===== config.mk =====
export PLATFORM = sky130hd
export DESIGN_NAME = action_ctrl_hub
export DESIGN_NICKNAME = d
export VERILOG_FILES = /design/src/rtl/action_ctrl_pkg.sv /design/src/rtl/action_irq_ctrl.sv /design/src/rtl/action_ctrl_hub.sv
export SDC_FILE = /design/constraint.sdc
export NUM_CORES = 1
export LEC_CHECK = 0
export ABC_AREA = 1
export CAP_MARGIN = 10
export CORE_UTILIZATION = 38
export DETAILED_ROUTE_END_ITERATION = 10
export GPL_TIMING_DRIVEN = 0
export PLACE_DENSITY = 0.66
export SLEW_MARGIN = 20
export SYNTH_ARGS = -nofsm -noshare
export SYNTH_HDL_FRONTEND = slang
export SYNTH_SLANG_ARGS = --single-unit

===== constraint.sdc =====
create_clock -name ap_clk -period 3.93 [get_ports ap_clk]
set_clock_uncertainty 0.1 [all_clocks]
set_input_delay 0.786 -clock ap_clk [delete_from_list [all_inputs] [get_ports ap_clk]]
set_output_delay 0.786 -clock ap_clk [all_outputs]
set_load 0.005 [all_outputs]

===== src/rtl/action_ctrl_pkg.sv =====
// Shared definitions for the SNAP action control hub: register map, CONTROL bits,
// AXI response codes and FSM state types.
package action_ctrl_pkg;

    localparam logic [11:0] REG_CONTROL        = 12'h000;
    localparam logic [11:0] REG_ACTION_TYPE    = 12'h010;
    localparam logic [11:0] REG_ACTION_VERSION = 12'h014;
    localparam logic [11:0] REG_CONTEXT        = 12'h020;
    localparam logic [11:0] REG_INT_ENABLE     = 12'h024;
    localparam logic [11:0] REG_INT_PENDING    = 12'h028;

    localparam int unsigned CTRL_APP_READY = 0;
    localparam int unsigned CTRL_CORE_DEAD = 1;
    localparam int unsigned CTRL_CLR_DEAD  = 2;

    localparam logic [1:0] RESP_OKAY   = 2'b00;
    localparam logic [1:0] RESP_SLVERR = 2'b10;

    typedef enum logic [2:0] {
        StIdle, StLWresp, StLRresp, StCWaddr, StCWresp, StCRaddr, StCRresp
    } hub_state_e;

    typedef enum logic {IrqIdle, IrqBusy} irq_state_e;

endpackage


===== src/rtl/action_irq_ctrl.sv =====
// Multi-source interrupt controller: rising-edge capture into pending bits, lowest-index
// priority pick and the SNAP interrupt/ack handshake.
module action_irq_ctrl
    import action_ctrl_pkg::*;
#(
    parameter int unsigned NUM_IRQ      = 4,
    parameter int unsigned SRC_W        = 2,
    parameter int unsigned CONTEXT_BITS = 8
) (
    input  logic                    clk,
    input  logic                    rst,
    input  logic [NUM_IRQ-1:0]      irq_lvl,
    input  logic [NUM_IRQ-1:0]      enable,
    input  logic [NUM_IRQ-1:0]      w1c_mask,
    input  logic                    ack,
    input  logic [CONTEXT_BITS-1:0] context_val,
    output logic [NUM_IRQ-1:0]      pending,
    output logic                    interrupt,
    output logic [SRC_W-1:0]        src,
    output logic [CONTEXT_BITS-1:0] int_ctx
);

    irq_state_e           st;
    logic [NUM_IRQ-1:0]   irq_prev;
    logic [NUM_IRQ-1:0]   edges;
    logic [NUM_IRQ-1:0]   eligible;
    logic [NUM_IRQ-1:0]   ack_clr;
    logic                 found;
    logic [SRC_W-1:0]     pick;

    always_comb begin
        edges    = irq_lvl & ~irq_prev;
        eligible = pending & enable;
        found    = 1'b0;
        pick     = '0;
        // Descending scan so the lowest eligible index wins.
        for (int k = NUM_IRQ - 1; k >= 0; k--) begin
            if (eligible[k]) begin
                found = 1'b1;
                pick  = SRC_W'(k);
            end
        end
        ack_clr = '0;
        if (st == IrqBusy && ack) begin
            ack_clr = NUM_IRQ'(1) << src;
        end
    end

    always_ff @(posedge clk) begin
        if (rst) begin
            st        <= IrqIdle;
            irq_prev  <= '0;
            pending   <= '0;
            interrupt <= 1'b0;
            src       <= '0;
            int_ctx   <= '0;
        end else begin
            irq_prev <= irq_lvl;
            // A fresh edge in the ack cycle keeps the bit set.
            pending  <= (pending & ~w1c_mask & ~ack_clr) | edges;
            unique case (st)
                IrqIdle: begin
                    if (found) begin
                        st        <= IrqBusy;
                        interrupt <= 1'b1;
                        src       <= pick;
                        int_ctx   <= context_val;
                    end
                end
                IrqBusy: begin
                    if (ack) begin
                        st        <= IrqIdle;
                        interrupt <= 1'b0;
                    end
                end
                default: st <= IrqIdle;
            endcase
        end
    end

endmodule


===== src/rtl/action_ctrl_hub.sv =====
// Control-plane hub: host AXI-lite termination, local SNAP registers, forwarding of the
// core region with a response timeout, and the interrupt controller.
module action_ctrl_hub
    import action_ctrl_pkg::*;
#(
    parameter int unsigned     ADDR_W         = 32,
    parameter int unsigned     DATA_W         = 32,
    parameter int unsigned     NUM_IRQ        = 4,
    parameter int unsigned     INT_BITS       = 3,
    parameter int unsigned     CONTEXT_BITS   = 8,
    parameter logic [ADDR_W-1:0] CORE_BASE    = 32'h0000_1000,
    parameter int unsigned     TIMEOUT_CYC    = 256,
    parameter logic [31:0]     ACTION_TYPE    = 32'h0000_0006,
    parameter logic [31:0]     ACTION_VERSION = 32'h0000_0006
) (
    input  logic                    ap_clk,
    input  logic                    ap_rst,
    input  logic [ADDR_W-1:0]       s_axi_awaddr,
    input  logic                    s_axi_awvalid,
    output logic                    s_axi_awready,
    input  logic [DATA_W-1:0]       s_axi_wdata,
    input  logic [DATA_W/8-1:0]     s_axi_wstrb,
    input  logic                    s_axi_wvalid,
    output logic                    s_axi_wready,
    output logic [1:0]              s_axi_bresp,
    output logic                    s_axi_bvalid,
    input  logic                    s_axi_bready,
    input  logic [ADDR_W-1:0]       s_axi_araddr,
    input  logic                    s_axi_arvalid,
    output logic                    s_axi_arready,
    output logic [DATA_W-1:0]       s_axi_rdata,
    output logic [1:0]              s_axi_rresp,
    output logic                    s_axi_rvalid,
    input  logic                    s_axi_rready,
    output logic [ADDR_W-1:0]       m_core_awaddr,
    output logic                    m_core_awvalid,
    input  logic                    m_core_awready,
    output logic [DATA_W-1:0]       m_core_wdata,
    output logic [DATA_W/8-1:0]     m_core_wstrb,
    output logic                    m_core_wvalid,
    input  logic                    m_core_wready,
    input  logic [1:0]              m_core_bresp,
    input  logic                    m_core_bvalid,
    output logic                    m_core_bready,
    output logic [ADDR_W-1:0]       m_core_araddr,
    output logic                    m_core_arvalid,
    input  logic                    m_core_arready,
    input  logic [DATA_W-1:0]       m_core_rdata,
    input  logic [1:0]              m_core_rresp,
    input  logic                    m_core_rvalid,
    output logic                    m_core_rready,
    input  logic                    app_ready,
    input  logic [NUM_IRQ-1:0]      irq_i,
    output logic                    interrupt,
    output logic [INT_BITS-2:0]     interrupt_src,
    output logic [CONTEXT_BITS-1:0] interrupt_ctx,
    input  logic                    interrupt_ack
);

    localparam int unsigned STRB_W = DATA_W / 8;
    localparam int unsigned CNT_W  = $clog2(TIMEOUT_CYC) + 1;

    hub_state_e              state;
    logic                    live, rr_read_turn, core_dead;
    logic                    aw_full, w_full;
    logic [ADDR_W-1:0]       aw_addr_q;
    logic [DATA_W-1:0]       w_data_q;
    logic [STRB_W-1:0]       w_strb_q;
    logic [CONTEXT_BITS-1:0] ctx_reg;
    logic [NUM_IRQ-1:0]      int_enable, int_pending, int_w1c;
    logic [CNT_W-1:0]        tmo_cnt;

    logic                    aw_hs, w_hs, wr_pend, wr_go, ar_go, idle, tmo;
    logic                    wr_core, ar_core;
    logic [ADDR_W-1:0]       wr_addr;
    logic [DATA_W-1:0]       wr_data, wr_mask, rd_local;
    logic [STRB_W-1:0]       wr_strb;

    function automatic logic [DATA_W-1:0] merge(input logic [DATA_W-1:0] old_v,
                                                input logic [DATA_W-1:0] new_v,
                                                input logic [STRB_W-1:0] strb);
        logic [DATA_W-1:0] r;
        r = old_v;
        for (int i = 0; i < STRB_W; i++) begin
            if (strb[i]) r[8*i +: 8] = new_v[8*i +: 8];
        end
        return r;
    endfunction

    // A write may complete from the latches, the live bus, or one of each.
    assign idle          = live && (state == StIdle);
    assign s_axi_awready = live && !aw_full;
    assign s_axi_wready  = live && !w_full;
    assign aw_hs         = s_axi_awvalid && s_axi_awready;
    assign w_hs          = s_axi_wvalid && s_axi_wready;
    assign wr_addr       = aw_full ? aw_addr_q : s_axi_awaddr;
    assign wr_data       = w_full ? w_data_q : s_axi_wdata;
    assign wr_strb       = w_full ? w_strb_q : s_axi_wstrb;
    assign wr_pend       = (aw_full || aw_hs) && (w_full || w_hs);
    assign s_axi_arready = idle && !(wr_pend && !rr_read_turn);
    assign ar_go         = s_axi_arvalid && s_axi_arready;
    assign wr_go         = idle && wr_pend && !ar_go;
    assign wr_core       = wr_addr >= CORE_BASE;
    assign ar_core       = s_axi_araddr >= CORE_BASE;
    assign wr_mask       = merge('0, wr_data, wr_strb);
    assign tmo           = tmo_cnt == CNT_W'(TIMEOUT_CYC - 1);
    assign m_core_bready = (state == StCWresp) || core_dead;
    assign m_core_rready = (state == StCRresp) || core_dead;
    assign int_w1c       = (wr_go && !wr_core && wr_addr == ADDR_W'(REG_INT_PENDING))
                           ? wr_mask[NUM_IRQ-1:0] : '0;

    always_comb begin
        rd_local = '0;
        case (s_axi_araddr)
            ADDR_W'(REG_CONTROL): begin
                rd_local[CTRL_APP_READY] = app_ready;
                rd_local[CTRL_CORE_DEAD] = core_dead;
            end
            ADDR_W'(REG_ACTION_TYPE):    rd_local = DATA_W'(ACTION_TYPE);
            ADDR_W'(REG_ACTION_VERSION): rd_local = DATA_W'(ACTION_VERSION);
            ADDR_W'(REG_CONTEXT):        rd_local = DATA_W'(ctx_reg);
            ADDR_W'(REG_INT_ENABLE):     rd_local = DATA_W'(int_enable);
            ADDR_W'(REG_INT_PENDING):    rd_local = DATA_W'(int_pending);
            default:                     rd_local = '0;
        endcase
    end

    always_ff @(posedge ap_clk) begin
        if (ap_rst) begin
            state          <= StIdle;
            live           <= 1'b0;
            rr_read_turn   <= 1'b1;
            core_dead      <= 1'b0;
            aw_full        <= 1'b0;
            w_full         <= 1'b0;
            aw_addr_q      <= '0;
            w_data_q       <= '0;
            w_strb_q       <= '0;
            ctx_reg        <= '0;
            int_enable     <= '0;
            tmo_cnt        <= '0;
            s_axi_bresp    <= RESP_OKAY;
            s_axi_bvalid   <= 1'b0;
            s_axi_rdata    <= '0;
            s_axi_rresp    <= RESP_OKAY;
            s_axi_rvalid   <= 1'b0;
            m_core_awaddr  <= '0;
            m_core_awvalid <= 1'b0;
            m_core_wdata   <= '0;
            m_core_wstrb   <= '0;
            m_core_wvalid  <= 1'b0;
            m_core_araddr  <= '0;
            m_core_arvalid <= 1'b0;
        end else begin
            live    <= 1'b1;
            tmo_cnt <= tmo_cnt + CNT_W'(1);
            if (wr_go) begin
                aw_full <= 1'b0;
                w_full  <= 1'b0;
            end else begin
                if (aw_hs) begin
                    aw_full   <= 1'b1;
                    aw_addr_q <= s_axi_awaddr;
                end
                if (w_hs) begin
                    w_full   <= 1'b1;
                    w_data_q <= s_axi_wdata;
                    w_strb_q <= s_axi_wstrb;
                end
            end
            if (ar_go)      rr_read_turn <= 1'b0;
            else if (wr_go) rr_read_turn <= 1'b1;

            unique case (state)
                StIdle: begin
                    if (ar_go) begin
                        if (ar_core && !core_dead) begin
                            m_core_arvalid <= 1'b1;
                            m_core_araddr  <= s_axi_araddr;
                            tmo_cnt        <= '0;
                            state          <= StCRaddr;
                        end else begin
                            s_axi_rvalid <= 1'b1;
                            s_axi_rdata  <= ar_core ? '0 : rd_local;
                            s_axi_rresp  <= ar_core ? RESP_SLVERR : RESP_OKAY;
                            state        <= StLRresp;
                        end
                    end else if (wr_go) begin
                        if (wr_core && !core_dead) begin
                            m_core_awvalid <= 1'b1;
                            m_core_wvalid  <= 1'b1;
                            m_core_awaddr  <= wr_addr;
                            m_core_wdata   <= wr_data;
                            m_core_wstrb   <= wr_strb;
                            tmo_cnt        <= '0;
                            state          <= StCWaddr;
                        end else begin
                            s_axi_bvalid <= 1'b1;
                            s_axi_bresp  <= wr_core ? RESP_SLVERR : RESP_OKAY;
                            state        <= StLWresp;
                            if (!wr_core) begin
                                case (wr_addr)
                                    ADDR_W'(REG_CONTROL):
                                        if (wr_mask[CTRL_CLR_DEAD]) core_dead <= 1'b0;
                                    ADDR_W'(REG_CONTEXT):
                                        ctx_reg <= CONTEXT_BITS'(merge(DATA_W'(ctx_reg),
                                                                       wr_data, wr_strb));
                                    ADDR_W'(REG_INT_ENABLE):
                                        int_enable <= NUM_IRQ'(merge(DATA_W'(int_enable),
                                                                     wr_data, wr_strb));
                                    default: ;
                                endcase
                            end
                        end
                    end
                end
                StLWresp: begin
                    if (s_axi_bready) begin
                        s_axi_bvalid <= 1'b0;
                        state        <= StIdle;
                    end
                end
                StLRresp: begin
                    if (s_axi_rready) begin
                        s_axi_rvalid <= 1'b0;
                        state        <= StIdle;
                    end
                end
                StCWaddr: begin
                    if (tmo) begin
                        m_core_awvalid <= 1'b0;
                        m_core_wvalid  <= 1'b0;
                        core_dead      <= 1'b1;
                        s_axi_bvalid   <= 1'b1;
                        s_axi_bresp    <= RESP_SLVERR;
                        state          <= StLWresp;
                    end else begin
                        if (m_core_awready) m_core_awvalid <= 1'b0;
                        if (m_core_wready)  m_core_wvalid  <= 1'b0;
                        if ((!m_core_awvalid || m_core_awready) &&
                            (!m_core_wvalid || m_core_wready)) begin
                            state <= StCWresp;
                        end
                    end
                end
                StCWresp: begin
                    if (m_core_bvalid || tmo) begin
                        s_axi_bvalid <= 1'b1;
                        s_axi_bresp  <= m_core_bvalid ? m_core_bresp : RESP_SLVERR;
                        if (!m_core_bvalid) core_dead <= 1'b1;
                        state        <= StLWresp;
                    end
                end
                StCRaddr: begin
                    if (tmo) begin
                        m_core_arvalid <= 1'b0;
                        core_dead      <= 1'b1;
                        s_axi_rvalid   <= 1'b1;
                        s_axi_rdata    <= '0;
                        s_axi_rresp    <= RESP_SLVERR;
                        state          <= StLRresp;
                    end else if (m_core_arready) begin
                        m_core_arvalid <= 1'b0;
                        state          <= StCRresp;
                    end
                end
                StCRresp: begin
                    if (m_core_rvalid || tmo) begin
                        s_axi_rvalid <= 1'b1;
                        s_axi_rdata  <= m_core_rvalid ? m_core_rdata : '0;
                        s_axi_rresp  <= m_core_rvalid ? m_core_rresp : RESP_SLVERR;
                        if (!m_core_rvalid) core_dead <= 1'b1;
                        state        <= StLRresp;
                    end
                end
                default: state <= StIdle;
            endcase
        end
    end

    action_irq_ctrl #(
        .NUM_IRQ      (NUM_IRQ),
        .SRC_W        (INT_BITS - 1),
        .CONTEXT_BITS (CONTEXT_BITS)
    ) u_irq (
        .clk         (ap_clk),
        .rst         (ap_rst),
        .irq_lvl     (irq_i),
        .enable      (int_enable),
        .w1c_mask    (int_w1c),
        .ack         (interrupt_ack),
        .context_val (ctx_reg),
        .pending     (int_pending),
        .interrupt   (interrupt),
        .src         (interrupt_src),
        .int_ctx     (interrupt_ctx)
    );

endmodule

==> Word-level counts from Yosys, hierarchy flattened <==
Index checks and enable logic that the tools add are counted.
{ "word_totals": {"output_inout_bits": 157, "register_bits": 258, "elab_cells": 254} }
{ "classes": {"addsub": 1, "bitwise": 13, "n_lt_le_gt_ge": 2, "mux": 101, "shift": 1, "reduce_logical": 65, "n_eq_ne": 41} }
{ "op_table": {"columns": ["operator", "n"], "rows": [
  ["$mux W32", 8],
  ["$eq A32 B6 Y1 const B", 6],
  ["$pmux W32 S3", 1],
  ["$eq A32 B5 Y1 const B", 2],
  ["$ge A32 B13 Y1 const B", 2],
  ["$logic_not A32 Y1", 2],
  ["$mux W9", 5],
  ["$mux W1", 42],
  ["$mux W2", 17],
  ["$mux W3", 11],
  ["$ne A2 B2 Y1 const B", 14],
  ["$reduce_and A7 Y1", 4],
  ["$pmux W6 S4", 1],
  ["$pmux W3 S7", 1],
  ["$logic_and A1 B1 Y1", 17],
  ["$and A4 B4 Y4", 4],
  ["$mux W4", 4],
  ["$ne A3 B3 Y1 const B", 5],
  ["$reduce_and A5 Y1", 3],
  ["$ne A2 B1 Y1 const B", 7],
  ["$not A4 Y4", 3],
  ["$pmux W1 S4", 3],
  ["$pmux W2 S3", 2],
  ["$reduce_and A12 Y1", 1],
  ["21 further kinds", 59]
]} }

==> Depth between registers and ports, before layout <==
Gate-level depths: netlist of the first run.
{ "depth": {"word_depth": 18, "ltp_mapped": 16, "ltp_nobuf": 15} }

==> Hierarchy <==
A second synthesis of the first run with hierarchy kept.
{ "hier_totals": {"cells_unflattened": 1574, "hier_area_um2": 11308.3} }
{ "modules_own_cells": {"columns": ["mod", "cells_per_inst", "seq_area_each_um2", "n_inst", "area_per_inst_um2"], "rows": [
  ["action_ctrl_hub", 1464, 4764.6, 1, 10456.3],
  ["action_irq_ctrl", 110, 400.4, 1, 852.1]
]} }

==> Worst setup path before layout of the first run <==
Ideal clock, no wire load.
{ "synth_path": {"kind": "input to register", "start": "input port s_axi_wvalid", "end": "register s_axi_rresp[1]", "t_required_ns": 3.717, "slack_ns": 1.691, "t_arrival_ns": 2.026, "stages": 11, "path_cell_list": "a21oi_1 nor2_2 nand2_1 nand4_2 nand2_1 nand2_1 nor2_1 nand2_2 buf_2 o21ai_1 nor2_1"} }
{ "synth_between": {"elab_chain_len": 9} }
{ "synth_rtl": {"columns": ["element", "line", "source"], "rows": [
  ["start, declared", "action_ctrl_hub.sv:23", "input logic s_axi_wvalid,"],
  ["$logic_and A1 B1 Y1", "action_ctrl_hub.sv:95", "assign w_hs = s_axi_wvalid && s_axi_wready;"],
  ["$logic_or A1 B1 Y1", "action_ctrl_hub.sv:99", "assign wr_pend = (aw_full || aw_hs) && (w_full || w_hs);"],
  ["$logic_and A1 B1 Y1", "action_ctrl_hub.sv:99", null],
  ["$logic_and A1 B1 Y1", "action_ctrl_hub.sv:100", "assign s_axi_arready = idle && !(wr_pend && !rr_read_turn);"],
  ["$logic_not A1 Y1", "action_ctrl_hub.sv:100", null],
  ["$logic_and A1 B1 Y1", "action_ctrl_hub.sv:100", null],
  ["$logic_and A1 B1 Y1", "action_ctrl_hub.sv:101", "assign ar_go = s_axi_arvalid && s_axi_arready;"],
  ["$ne A2 B2 Y1 (no source line)", null, null],
  ["$reduce_and A5 Y1 (no source line)", null, null],
  ["end signal, assigned", "action_ctrl_hub.sv:185", "s_axi_rresp <= ar_core ? RESP_SLVERR : RESP_OKAY;"],
  ["end signal, assigned", "action_ctrl_hub.sv:271", "s_axi_rresp <= m_core_rvalid ? m_core_rresp : RESP_SLVERR;"],
  ["end, declared", "action_ctrl_hub.sv:32", "output logic [1:0] s_axi_rresp,"]
]} }
No other way between the ends.
A chain may end at the register's enable or synchronous reset.

==> Worst setup path in the final report of the first run <==
{ "layout_path": {"start": "register w_full", "end": "output port s_axi_wready"} }
{ "layout_between": {"elab_chain_len": 2} }
{ "layout_rtl": {"columns": ["element", "line", "source"], "rows": [
  ["start, declared", "action_ctrl_hub.sv:65", "logic aw_full, w_full;"],
  ["start signal, assigned", "action_ctrl_hub.sv:135", "w_full <= 1'b0;"],
  ["start signal, assigned", "action_ctrl_hub.sv:159", "w_full <= 1'b0;"],
  ["start signal, assigned", "action_ctrl_hub.sv:166", "w_full <= 1'b1;"],
  ["$logic_not A1 Y1", "action_ctrl_hub.sv:93", "assign s_axi_wready = live && !w_full;"],
  ["$logic_and A1 B1 Y1", "action_ctrl_hub.sv:93", null],
  ["end, declared", "action_ctrl_hub.sv:24", "output logic s_axi_wready,"]
]} }
No other way between the ends.

==> impl_summary.md, run 1 <==
Logic synthesis
The sequential fraction of the synthesis area is 0.4642. The number of nets handed over by synthesis was 1735. Synthesis inferred 258 register bits. Of the total synthesized cell area, the portion taken by XOR and XNOR cells is 0.002361. The multiplexer fraction of the synthesized cell area is 0.02609.

The fraction of the mapped netlist area in compound gates is 0.1557. Ranked by instance count, the synthesized netlist is headed by nand2_1 (330), nor2_1 (265), dfxtp_1 (258). Of the total synthesized cell area, the portion taken by full adders, half adders and majority gates is 0.002249. The post-synthesis share of cell area spent on and, or, nand and nor gates is 0.2652. After synthesis, the mean cell area works out to 7.047 um2. The share of synthesized area in the top cell type comes to 0.4642.

The number of synthesis warnings is 0. In the post-synthesis netlist, the biggest area contributors are dfxtp_1 (46%), nand2_1 (11%), nor2_1 (8.9%), a21oi_1 (7.5%), o21ai_0 (7.1%). Counting flops with an async set or reset pin after synthesis yields a share of 0. The top flip-flop cell by instance count after synthesis is dfxtp_1. Summed over all instances, the cell type with the most area after synthesis is dfxtp_1. In the post-synthesis netlist, the cell with the most instances is nand2_1. Yosys mapped the design onto 39 distinct sky130hd cell types. The number of flops mapped to enable cells by yosys is 0. The cell area that synthesis handed to floorplanning was 11130 um2. The main combinational cell family by area after synthesis is simple AND/OR/NAND/NOR gates. The synthesized netlist cell count is roughly 1600.

Detailed routing
The via density per instance is 4.871. The count of antenna-violating nets left after detailed routing is 0. The per-cell routed wire length is between 15 and 20 um. In the routed design, unresolved DRC markers number 0. The via count is between 10000 and 15000. The total wire length is 36420 um. For this run, the detailed router's first-pass iteration total came to 5. The iteration-0 DRC count of the detailed router is ~730.

CTS
The clock-pin slew of the registers on the worst-case setup and hold paths is around 0.060 ns. The clock net in this run drives a total of 258 sinks. The number of clock buffers added by TritonCTS is 29.

The setup fix buffers added after clock tree synthesis is 0. TritonCTS built the clock tree. The tree is rooted in a clkbuf_16.

In this run the number of H-tree levels came out at 1. Hold repair after CTS inserted 0 buffers. The worst-case clock buffer depth is 3.

The later pin in the worst-skew pair is clocked with a latency of approximately 0.55 ns. Gates resized during post-CTS repair numbered 0.

GRT
The number of global-route vias before repair came to between 10000 and 15000. The first global-routing pass estimated 57590 um of wire. The initial antenna violation count came to 1.

Entering global routing, the biggest net connects 15 pins. For this run, the total global-route usage over all layers was measured as 0.2379. The remaining global-route overflow is 0.

Worst setup path
For the worst setup path, the data arrival time is 2.68 ns. STA puts the critical path data required time at 3.04 ns. The last element of the critical path is s_axi_wready. The worst setup path is captured at an output port. The start of the worst register-to-register path is tmo_cnt[0]$_SDFF_PP0_. The destination of the worst register-to-register timing path is s_axi_rdata[1]$_SDFFE_PP0P_. The critical path is of the flip-flop to output port type. The launching element of the worst setup path is w_full$_SDFFE_PP0P_.

STA classifies the critical path startpoint as a flip-flop. The worst-case reg-to-reg path depth is 14. Along the worst path, the maximum fanout reaches 10. The worst-case register-to-register setup slack is 1.26 ns.

Timing
Subtracting the final worst setup slack from the clock period gives 3.569 ns. The number of endpoints with negative hold slack in the final report is 0. The final setup violation count is 0. The slew at the pin with the worst max-slew slack is 0.7665 ns.

Measured against its own limit, the worst slew margin works out to 0.4890. The setup total negative slack is 0 ns. The worst setup margin is 0.3609 ns. The max-slew violation count came to 0. The highest attainable clock frequency is 0.2802 GHz. The fraction of the cycle the final worst path needs is 0.9082. Setup repair after global routing left no endpoint under its margin.

Pwr
For this design the ratio of total power to cell area is 490.4 nW/um2. Across the VDD grid, the largest voltage drop is 0.3321 mV. In this run the static leakage power is 6.377 nW.

Place
Before CTS, the worst setup slack after placement is 0.5434 ns. Including well taps, the total number of placed cells is around 2300. The post-detailed-placement half-perimeter wirelength is 27790 um. Routability-driven placement finished with a final weighted congestion of 0.8985. Input and output buffers added on the ports amount to between 300 and 400.

Die
The placeable core area is around 29000 um2. The overall die area is about 30000 um2. The starting density of the core is 0.3866. The die height is 173.1 um.

The cell row count is 62. From left edge to right edge, the die measures 173.1 um. 311 I/O pins were placed.

Final layout
Counting the fill cells in the layout gives about 2700. The number of antenna diodes in the final layout is 0. The final cell utilization of the core is 0.5460. The signed area change from the synthesized netlist to the final layout is 41.22%. In the final layout, the share of cells above drive strength 1 is 0.05458. The final net count is 2076. The filler-free cell count of the finished design is 2326.

Min path
In this run the worst hold path is classified as flip-flop to flip-flop.

Status
The run finished with clean final reports.

Job
The number of maximum-capacitance violations is 0.
## where the power goes
group	total (mW)	switching, mW	internal, mW
Combinational	1.86	1.05	0.812
Clock	2.84	1.09	1.75
Sequential	3.00	0.129	2.87
Total	7.71	2.27	5.43
## area by class of cell
cell class                      instances  area (um2)  share of cell area
Sequential cell                       258        5165              0.3287
Timing Repair Buffer                  310        3103              0.1975
Buffer                                 86       392.9             0.02500
Inverter                              145       544.3             0.03464
Tap cell                              384       480.5             0.03058
Clock buffer                           44       852.1             0.05422
Clock inverter                          9       151.4            0.009635
Multi-Input combinational cell       1090        5025              0.3198
## layout by cell type (no fill, tap or decap), types with 4 or more instances in the layout
cell type / synthesis / layout
a21oi_1: 166 / 166
buf_2: 29 / 29
buf_4: 5 / 5
bufinv_16: 0 / 4
clkbuf_1: 47 / 55
clkbuf_16: 0 / 29
clkbuf_8: 0 / 7
clkdlybuf4s50_1: 0 / 310
dfxtp_1: 258 / 258
inv_1: 139 / 139
inv_2: 5 / 5
mux2i_1: 29 / 29
nand2_1: 330 / 330
nand3_1: 69 / 69
nand4_1: 11 / 11
nor2_1: 265 / 265
nor2_2: 7 / 7
nor3_1: 18 / 18
o21ai_0: 157 / 157
## worst min path at each step
stage	start	to	slack, ns	depth (start not counted)
after floorplan	u_irq.irq_prev[0]$_SDFF_PP0_	u_irq.pending[0]$_SDFF_PP0_	0.30	1
after global placement	u_irq.irq_prev[0]$_SDFF_PP0_	u_irq.pending[0]$_SDFF_PP0_	0.30	1
after detailed placement	u_irq.irq_prev[0]$_SDFF_PP0_	u_irq.pending[0]$_SDFF_PP0_	0.31	1
after CTS	u_irq.irq_prev[0]$_SDFF_PP0_	u_irq.pending[0]$_SDFF_PP0_	0.32	1
after global routing	u_irq.irq_prev[0]$_SDFF_PP0_	u_irq.pending[0]$_SDFF_PP0_	0.33	1
final	u_irq.irq_prev[0]$_SDFF_PP0_	u_irq.pending[0]$_SDFF_PP0_	0.32	1
## routing by layer
metal	GRT usage	wire, um
met5	0	11
met3	0.05365	2553
met1	0.3139	16450
met4	0.06232	889
met2	0.3910	16520
## cells by family (layout without fill, tap and decap cells)
kind of cell,count (synthesis),count (layout)
AND/OR/NAND/NOR,718,718
AO/OA/AOI/OAI,338,338
flip-flops,258,258
adder cells (fa/ha/maj),2,2
buffers and inverters,231,594
multiplexers,29,29
XOR/XNOR,3,3
## critical path: stages, from the launching register on
cell and delay (ns):
dfxtp_1 0.32, buf_2 0.21, buf_1 0.39, clkbuf_1 0.59, nor2_1 0.11, clkdlybuf4s50_1 0.52
## stage by stage
step	hold slack (ns)	total power [mW]	cell area, um2
after CTS	0.3211	7.753	15710
after global routing	0.3338	8.082	15710
final	0.3152	7.706	15710
after floorplan	0.2989	4.031	11130
after detailed placement	0.3129	4.907	14710
after global placement	0.3017	4.882	14710
No activity file was read; power rests on OpenSTA's default activity.
==> inputs of run 2 (changes only) <==
REMOVE_ABC_BUFFERS = 1   (was not set)
==> impl_summary.md, run 2 (synthesized netlist as in run 1, its figures left out) <==
Die
The overall die area is 29970 um2 (unchanged). The die height is 173.1 um (unchanged). The starting density of the core is 0.3866 (unchanged). The placeable core area is 28780 um2 (unchanged). The cell row count was 62 (unchanged). The number of top-level design ports is 311 (unchanged).

The chip width is 173.1 um (unchanged).

GRT
The met3 layer usage reported by global route is 0.06310 (+0.009455). The number of global-route vias before repair is 10270 (-4.2%). The met2 capacity usage during global routing came to 0.3673 (-0.02369). The total global routing track utilization is 0.2171 (-0.02081). The met1 layer usage reported by global route is 0.2718 (-0.04202). The pin count of the biggest net entering global routing is 117 (+102). The wire length of the first global-routing pass is 53480 um (-7.1%). The remaining global-route overflow is 0 (unchanged). The most crowded layer after global routing is met2.

The initial antenna violation count is 3 (+2).

Final layout
The final cell utilization of the core came to 0.5377 (-0.008260). The top cell types in the final layout, fill and taps aside, are nand2_1 (328), clkdlybuf4s50_1 (309), nor2_1 (264). The count of fill cells added during filler insertion is 2791 (+1.9%). The multi-input combinational cell area is 5056 um2 (+0.62%).

The most common cell after layout, fill and taps aside is nand2_1. The register area came to 5170 um2 (about the same). The final net count is 2000 (-3.7%). The post-route cell area is 15480 um2 (-1.5%). The signed area change from the synthesized netlist to the final layout is 39.09%.

The share of layout cells above drive strength 1 came to 0.04509 (-0.009494).

CTS
The count of hold buffers inserted by post-cts repair is 0 (unchanged). The clock-pin slew of the registers on the worst-case setup and hold paths is 0.06 ns (about the same). The setup fix buffers added after clock tree synthesis is 0 (unchanged).

The clock latency on the worst-skew pair is 0.54 ns (about the same). The root buffer cell is clkbuf_16. The CTS tree is done. The total clock buffers created by CTS is 29 (unchanged).

The worst-case clock buffer depth came to 3 (unchanged). The number of levels the H-tree was split into is 1 (unchanged). The number of clock sinks was 258 (unchanged).

Pwr
The total power after layout is 7.353 mW (-4.6%). The maximum vdd ir drop is 0.2804 mV (-16%). The total leakage power is 6.197 nW (-2.8%). The total power density per cell area is 475.1 nW/um2 (-3.1%).

Worst setup path
The worst setup path is of the flip-flop to output port kind. The maximum fanout encountered on the critical timing path is 45 (+35). The stage delay of the slowest cell on the critical path was 0.78 ns (+0.19 ns). The slowest stage of the critical path is the dfxtp_4 cell. Traced cell by cell, the critical path runs through a21oi_1 -> nor2_2 -> nand2_1 -> and3_1 -> clkdlybuf4s50_1.

The worst-case reg-to-reg path depth is 9 (-5). The required time at the worst-slack endpoint is 3.04 ns (about the same). The start of the worst register-to-register path is state[1]$_SDFFE_PP0P_. STA classifies the critical path startpoint as a flip-flop. In this run the worst setup path begins at w_full$_SDFFE_PP0P_. The capturing element type of the critical path is an output port. The arrival time reported for the critical path endpoint was 2.44 ns (-0.24 ns).

Min path
The cell depth of the worst min-delay path is 1 (unchanged). The kind of path behind the tightest hold check is flip-flop to flip-flop. The launch point of the worst hold path is u_irq.irq_prev[0]$_SDFF_PP0_.

Detailed routing
The residual DRC count is 0 (unchanged). The via count was 10980 (-3.1%). The total wire length is 33430 um (-8.2%). The via density per instance is 4.884 (+0.26%). The iteration-0 DRC count of the detailed router came to 481 (-34%).

The number of iterations in the first detailed-routing pass is 6 (+1). The per-cell routed wire length is 14.87 um (-5.0%). The count of antenna-violating nets left after detailed routing is 0 (unchanged).

Timing
The slew at the pin with the worst max-slew slack is 0.9414 ns (+0.1749 ns). The relative max-transition margin came to 0.3685 (-0.1205). The final setup violation count came to 0 (unchanged). The worst setup margin is 0.6053 ns (+0.2444 ns). The max-slew violation count is 0 (unchanged).

The number of endpoints with negative hold slack in the final report is 0 (unchanged). Setup repair after global routing left no endpoint under its margin. The fraction of the cycle the final worst path needs is 0.8460 (-0.06219).

The hold slack came to 0.3154 ns (+0.0001530 ns). The highest attainable clock frequency is 0.3008 GHz (+7.4%). The minimum period implied by the final worst setup slack is 3.325 ns (-0.2444 ns).

Job
The number of maximum-capacitance violations is 0 (unchanged).

Place
The pre-CTS setup slack came to -0.1914 ns (-0.7348 ns). The global placement routability congestion is 0.9084 (+1.1%). The post-detailed-placement half-perimeter wirelength is 23070 um (-17%). The number of port buffers is 310 (unchanged). The instance area after placement is 14560 um2 (-1.0%).

Status
The flow ran to the end, and the final reports show no timing, DRC or antenna violations.
run 2: changes by cell type in the layout (fill, tap and decap cells not counted), moves of 2 or more:
| cell | previous run | this run |
|---|---|---|
| inv_6 | 1 | 3 |
| buf_6 | 2 | 0 |
| nand2_1 | 330 | 328 |
| bufinv_16 | 4 | 1 |
| clkbuf_1 | 55 | 9 |
| buf_1 | 3 | 0 |
| nor2_4 | 0 | 2 |
| inv_1 | 139 | 136 |
| dfxtp_1 | 258 | 256 |
| buf_4 | 5 | 1 |
| clkbuf_8 | 7 | 5 |
| buf_16 | 0 | 4 |
| buf_12 | 0 | 5 |
| buf_2 | 29 | 0 |
run 2: area by class of cell:
class,instances,share of cell area
Inverter,145,0.03573
Sequential cell,258,0.3341
Tap cell,384,0.03105
Clock buffer,43,0.05352
Multi-Input combinational cell,1090,0.3267
Clock inverter,7,0.004366
Timing Repair Buffer,319,0.2139
Timing Repair inverter,1,0.0004851
Antenna cell,1,0.0001617
run 2: path summary, 6_finish.rpt:
check / end / slack, ns
max: s_axi_arready / 0.61
min: u_irq.pending[0]$_SDFF_PP0_ / 0.32
max reg2reg: m_core_wdata[3]$_SDFFE_PP0P_ / 0.73
min reg2reg: u_irq.pending[0]$_SDFF_PP0_ / 0.32
run 2: report_power, final:
group / switching [mW] / leakage [nW] / internal (mW)
registers: 0.157 / 2.10 / 2.87
clock network: 1.06 / 0.443 / 1.51
logic: 0.956 / 3.65 / 0.793
run 2: through the flow:
| stage | cells | setup TNS [ns] |
|---|---|---|
| 2_1_floorplan | 1493 | 0 |
| 3_3_place_gp | 2187 | -1020.36 |
| 3_5_place_dp | 2196 | -3.994 |
| 4_1_cts | 2246 | 0 |
| 5_1_grt | 2248 | 0 |
| 6_report | 2248 | 0 |
run 2: critical path: cells and delay by family (launching register included):
kind | cells | cell delay, ns
DFF | 1 | 0.78
AOI/OAI and AO/OA | 1 | 0.14
buffers and inverters | 1 | 0.46
and+or+nand+nor | 3 | 0.51
run 2: repair_timing:
item | 4_1_cts | 5_1_grt
resized for setup | 0 | 3
endpoints found under the hold margin | 0 | 0
endpoints found under the setup margin | 0 | 29
run 2: routing by layer:
layer  vias to the layer above  wire, um
met1                      4984     14580
met2                       326     15550
met4                         4       621
met3                        39      2646
met5                         -        29
li1                       5627         -
==> inputs of run 3 (changes only) <==
clock period = 3.3 ns   (was 3.93 ns; I/O delays follow)
==> impl_summary.md, run 3 (synthesized netlist as in run 1, its figures left out) <==
Status
The run finished with clean final reports.

CTS
The clock-pin slew of the registers on the worst-case setup and hold paths is 0.06 ns (about the same). The root buffer cell is clkbuf_16. The total clock buffers created by CTS was 29 (unchanged).

The worst-case clock buffer depth is 3 (unchanged). The number of levels the H-tree was split into came to 1 (unchanged). The clock latency on the worst-skew pair is 0.54 ns (about the same).

TritonCTS built the clock tree. The number of clock sinks is 258 (unchanged). The count of hold buffers inserted by post-cts repair is 0 (unchanged).

Detailed routing
The iteration-0 DRC count of the detailed router is 489 (+1.7%). The total wire length is 33510 um (+0.25%). The via density per instance is 4.891 (+0.14%). The residual DRC count is 0 (unchanged). The count of antenna-violating nets left after detailed routing came to 0 (unchanged).

The via count is 11000 (+0.18%). The number of iterations in the first detailed-routing pass is 5 (-1). The per-cell routed wire length is 14.90 um (+0.20%).

Worst setup path
The arrival time reported for the critical path endpoint is 2.36 ns (-0.08 ns). The setup path with the least slack is of type flip-flop to output port. STA classifies the critical path startpoint as a flip-flop. The worst-case reg-to-reg path depth is 9 (unchanged).

STA classifies the critical path endpoint as an output port. The required time at the worst-slack endpoint is 2.54 ns (-0.50 ns). The maximum fanout encountered on the critical timing path is 36 (-20%). The worst-case register-to-register setup slack came to 0.26 ns (-0.47 ns).

GRT
The total global routing track utilization is 0.2177 (+0.0006637). The pin count of the biggest net entering global routing came to 117 (unchanged). The remaining global-route overflow is 0 (unchanged). The initial antenna violation count was 3 (unchanged). The wire length of the first global-routing pass is 53630 um (+0.28%).

The number of global-route vias before repair came to 10280 (+0.14%).

Final layout
The top cell types in the final layout, fill and taps aside, are nand2_1 (328), clkdlybuf4s50_1 (309), nor2_1 (264). The share of layout cells above drive strength 1 came to 0.04560 (+0.0005123). The final net count is 2001 (+0.050%). Relative to the synthesized area, the layout overhead comes to 39.41%. The library cell used most frequently in the layout, excluding fill and tap cells, is nand2_1. The count of fill cells added during filler insertion came to 2791 (unchanged). The final cell utilization of the core is 0.5390 (+0.001261).

Pwr
The total power density per cell area is 565.6 nW/um2 (+19%). The maximum vdd ir drop is 0.3329 mV (+19%). The total power after layout is 8.774 mW (+19%). The total leakage power came to 6.204 nW (+0.12%).

Die
The overall die area is 29970 um2 (unchanged). The die height is 173.1 um (unchanged). The number of top-level design ports is 311 (unchanged). The placeable core area is 28780 um2 (unchanged). The cell row count was 62 (unchanged).

The starting density of the core came to 0.3866 (unchanged). The chip width is 173.1 um (unchanged).

Timing
The final setup violation count is 0 (unchanged). The number of endpoints with negative hold slack in the final report is 0 (unchanged). The slew at the pin with the worst max-slew slack was 0.9416 ns (+0.0001526 ns).

Derived from the worst setup path, the maximum achievable clock frequency is 0.3209 GHz. The max-slew violation count was 0 (unchanged). The minimum period implied by the final worst setup slack is 3.116 ns. Setup repair after global routing could not meet its margin everywhere.

The relative max-transition margin came to 0.3684 (about the same). In the finished design, the share of the clock period the worst path needs comes to 0.9444.

Job
The number of maximum-capacitance violations is 0 (unchanged).

Place
The global placement routability congestion is 0.9084 (unchanged). The post-detailed-placement half-perimeter wirelength was 23070 um (unchanged). The number of port buffers came to 310 (unchanged).

Min path
The kind of path behind the tightest hold check is flip-flop to flip-flop. The cell depth of the worst min-delay path was 1 (unchanged).
-- run 3: cell count changes in the layout (fill, tap and decap cells not counted) --
cell and delta:
buf_12 +1, inv_2 -1, inv_4 +1, nand4_2 -1, nand4_4 +1, nor2_2 -1
nor2_4 +1
-- run 3: area by class of cell --
class | count | area (um2) | share of cell area
Clock buffer | 43 | 828.3 | 0.05340
Antenna cell | 1 | 2.502 | 0.0001613
Multi-Input combinational cell | 1090 | 5070 | 0.3268
Inverter | 145 | 555.5 | 0.03581
Clock inverter | 7 | 67.56 | 0.004356
Sequential cell | 258 | 5170 | 0.3333
Timing Repair inverter | 1 | 7.507 | 0.0004839
Tap cell | 384 | 480.5 | 0.03097
Timing Repair Buffer | 320 | 3331 | 0.2147
-- run 3: worst max-delay path, cell delays in order, from the launching register on --
cell	delay, ns
dfxtp_2	0.51
buf_12	0.24
a21oi_1	0.09
nor2_2	0.21
nand2_1	0.14
and3_1	0.17
clkdlybuf4s50_1	0.46
-- run 3: metal layers --
layer	up-vias	wire length [um]	part of all wire	GRT usage
met5	-	29	0.00087	0
met4	4	639	0.019	0.04904
met3	40	2611	0.078	0.06223
met2	316	15540	0.46	0.3695
met1	5008	14690	0.44	0.2725
li1	5632	-	-	-
-- run 3: what timing repair did --
item / in CTS / in global routing
pin swaps: 0 / 0
setup endpoints to repair: 29 / 117
setup buffers: 0 / 1
resized for setup: 3 / 4
gates cloned: 1 / 0
-- run 3: metrics by stage --
step | TNS (ns) | cells | worst slack [ns] | area (um2) | hold WS (ns)
2_1_floorplan | -68.54 | 1493 | -0.6222 | 10730 | 0.2989
3_3_place_gp | -1160.27 | 2187 | -6.081 | 14320 | 0.3021
3_5_place_dp | -28.55 | 2196 | -0.6954 | 14560 | 0.3130
4_1_cts | 0 | 2247 | 0.03835 | 15470 | 0.3212
5_1_grt | -0.004723 | 2249 | -0.004723 | 15510 | 0.3417
6_report | 0 | 2249 | 0.1835 | 15510 | 0.3154
-- run 3: power breakdown --
part	leakage, nW	total, mW	internal, mW	switching (mW)
combinational	3.66	2.11	0.953	1.16
clock	0.443	3.06	1.80	1.26
sequential	2.10	3.60	3.42	0.179
-- run 3: path summary, 6_finish.rpt --
check	startpoint	endpoint
max	aw_full$_SDFFE_PP0P_	s_axi_arready
min	u_irq.irq_prev[0]$_SDFF_PP0_	u_irq.pending[0]$_SDFF_PP0_
max reg2reg	aw_full$_SDFFE_PP0P_	m_core_wdata[3]$_SDFFE_PP0P_
min reg2reg	u_irq.irq_prev[0]$_SDFF_PP0_	u_irq.pending[0]$_SDFF_PP0_
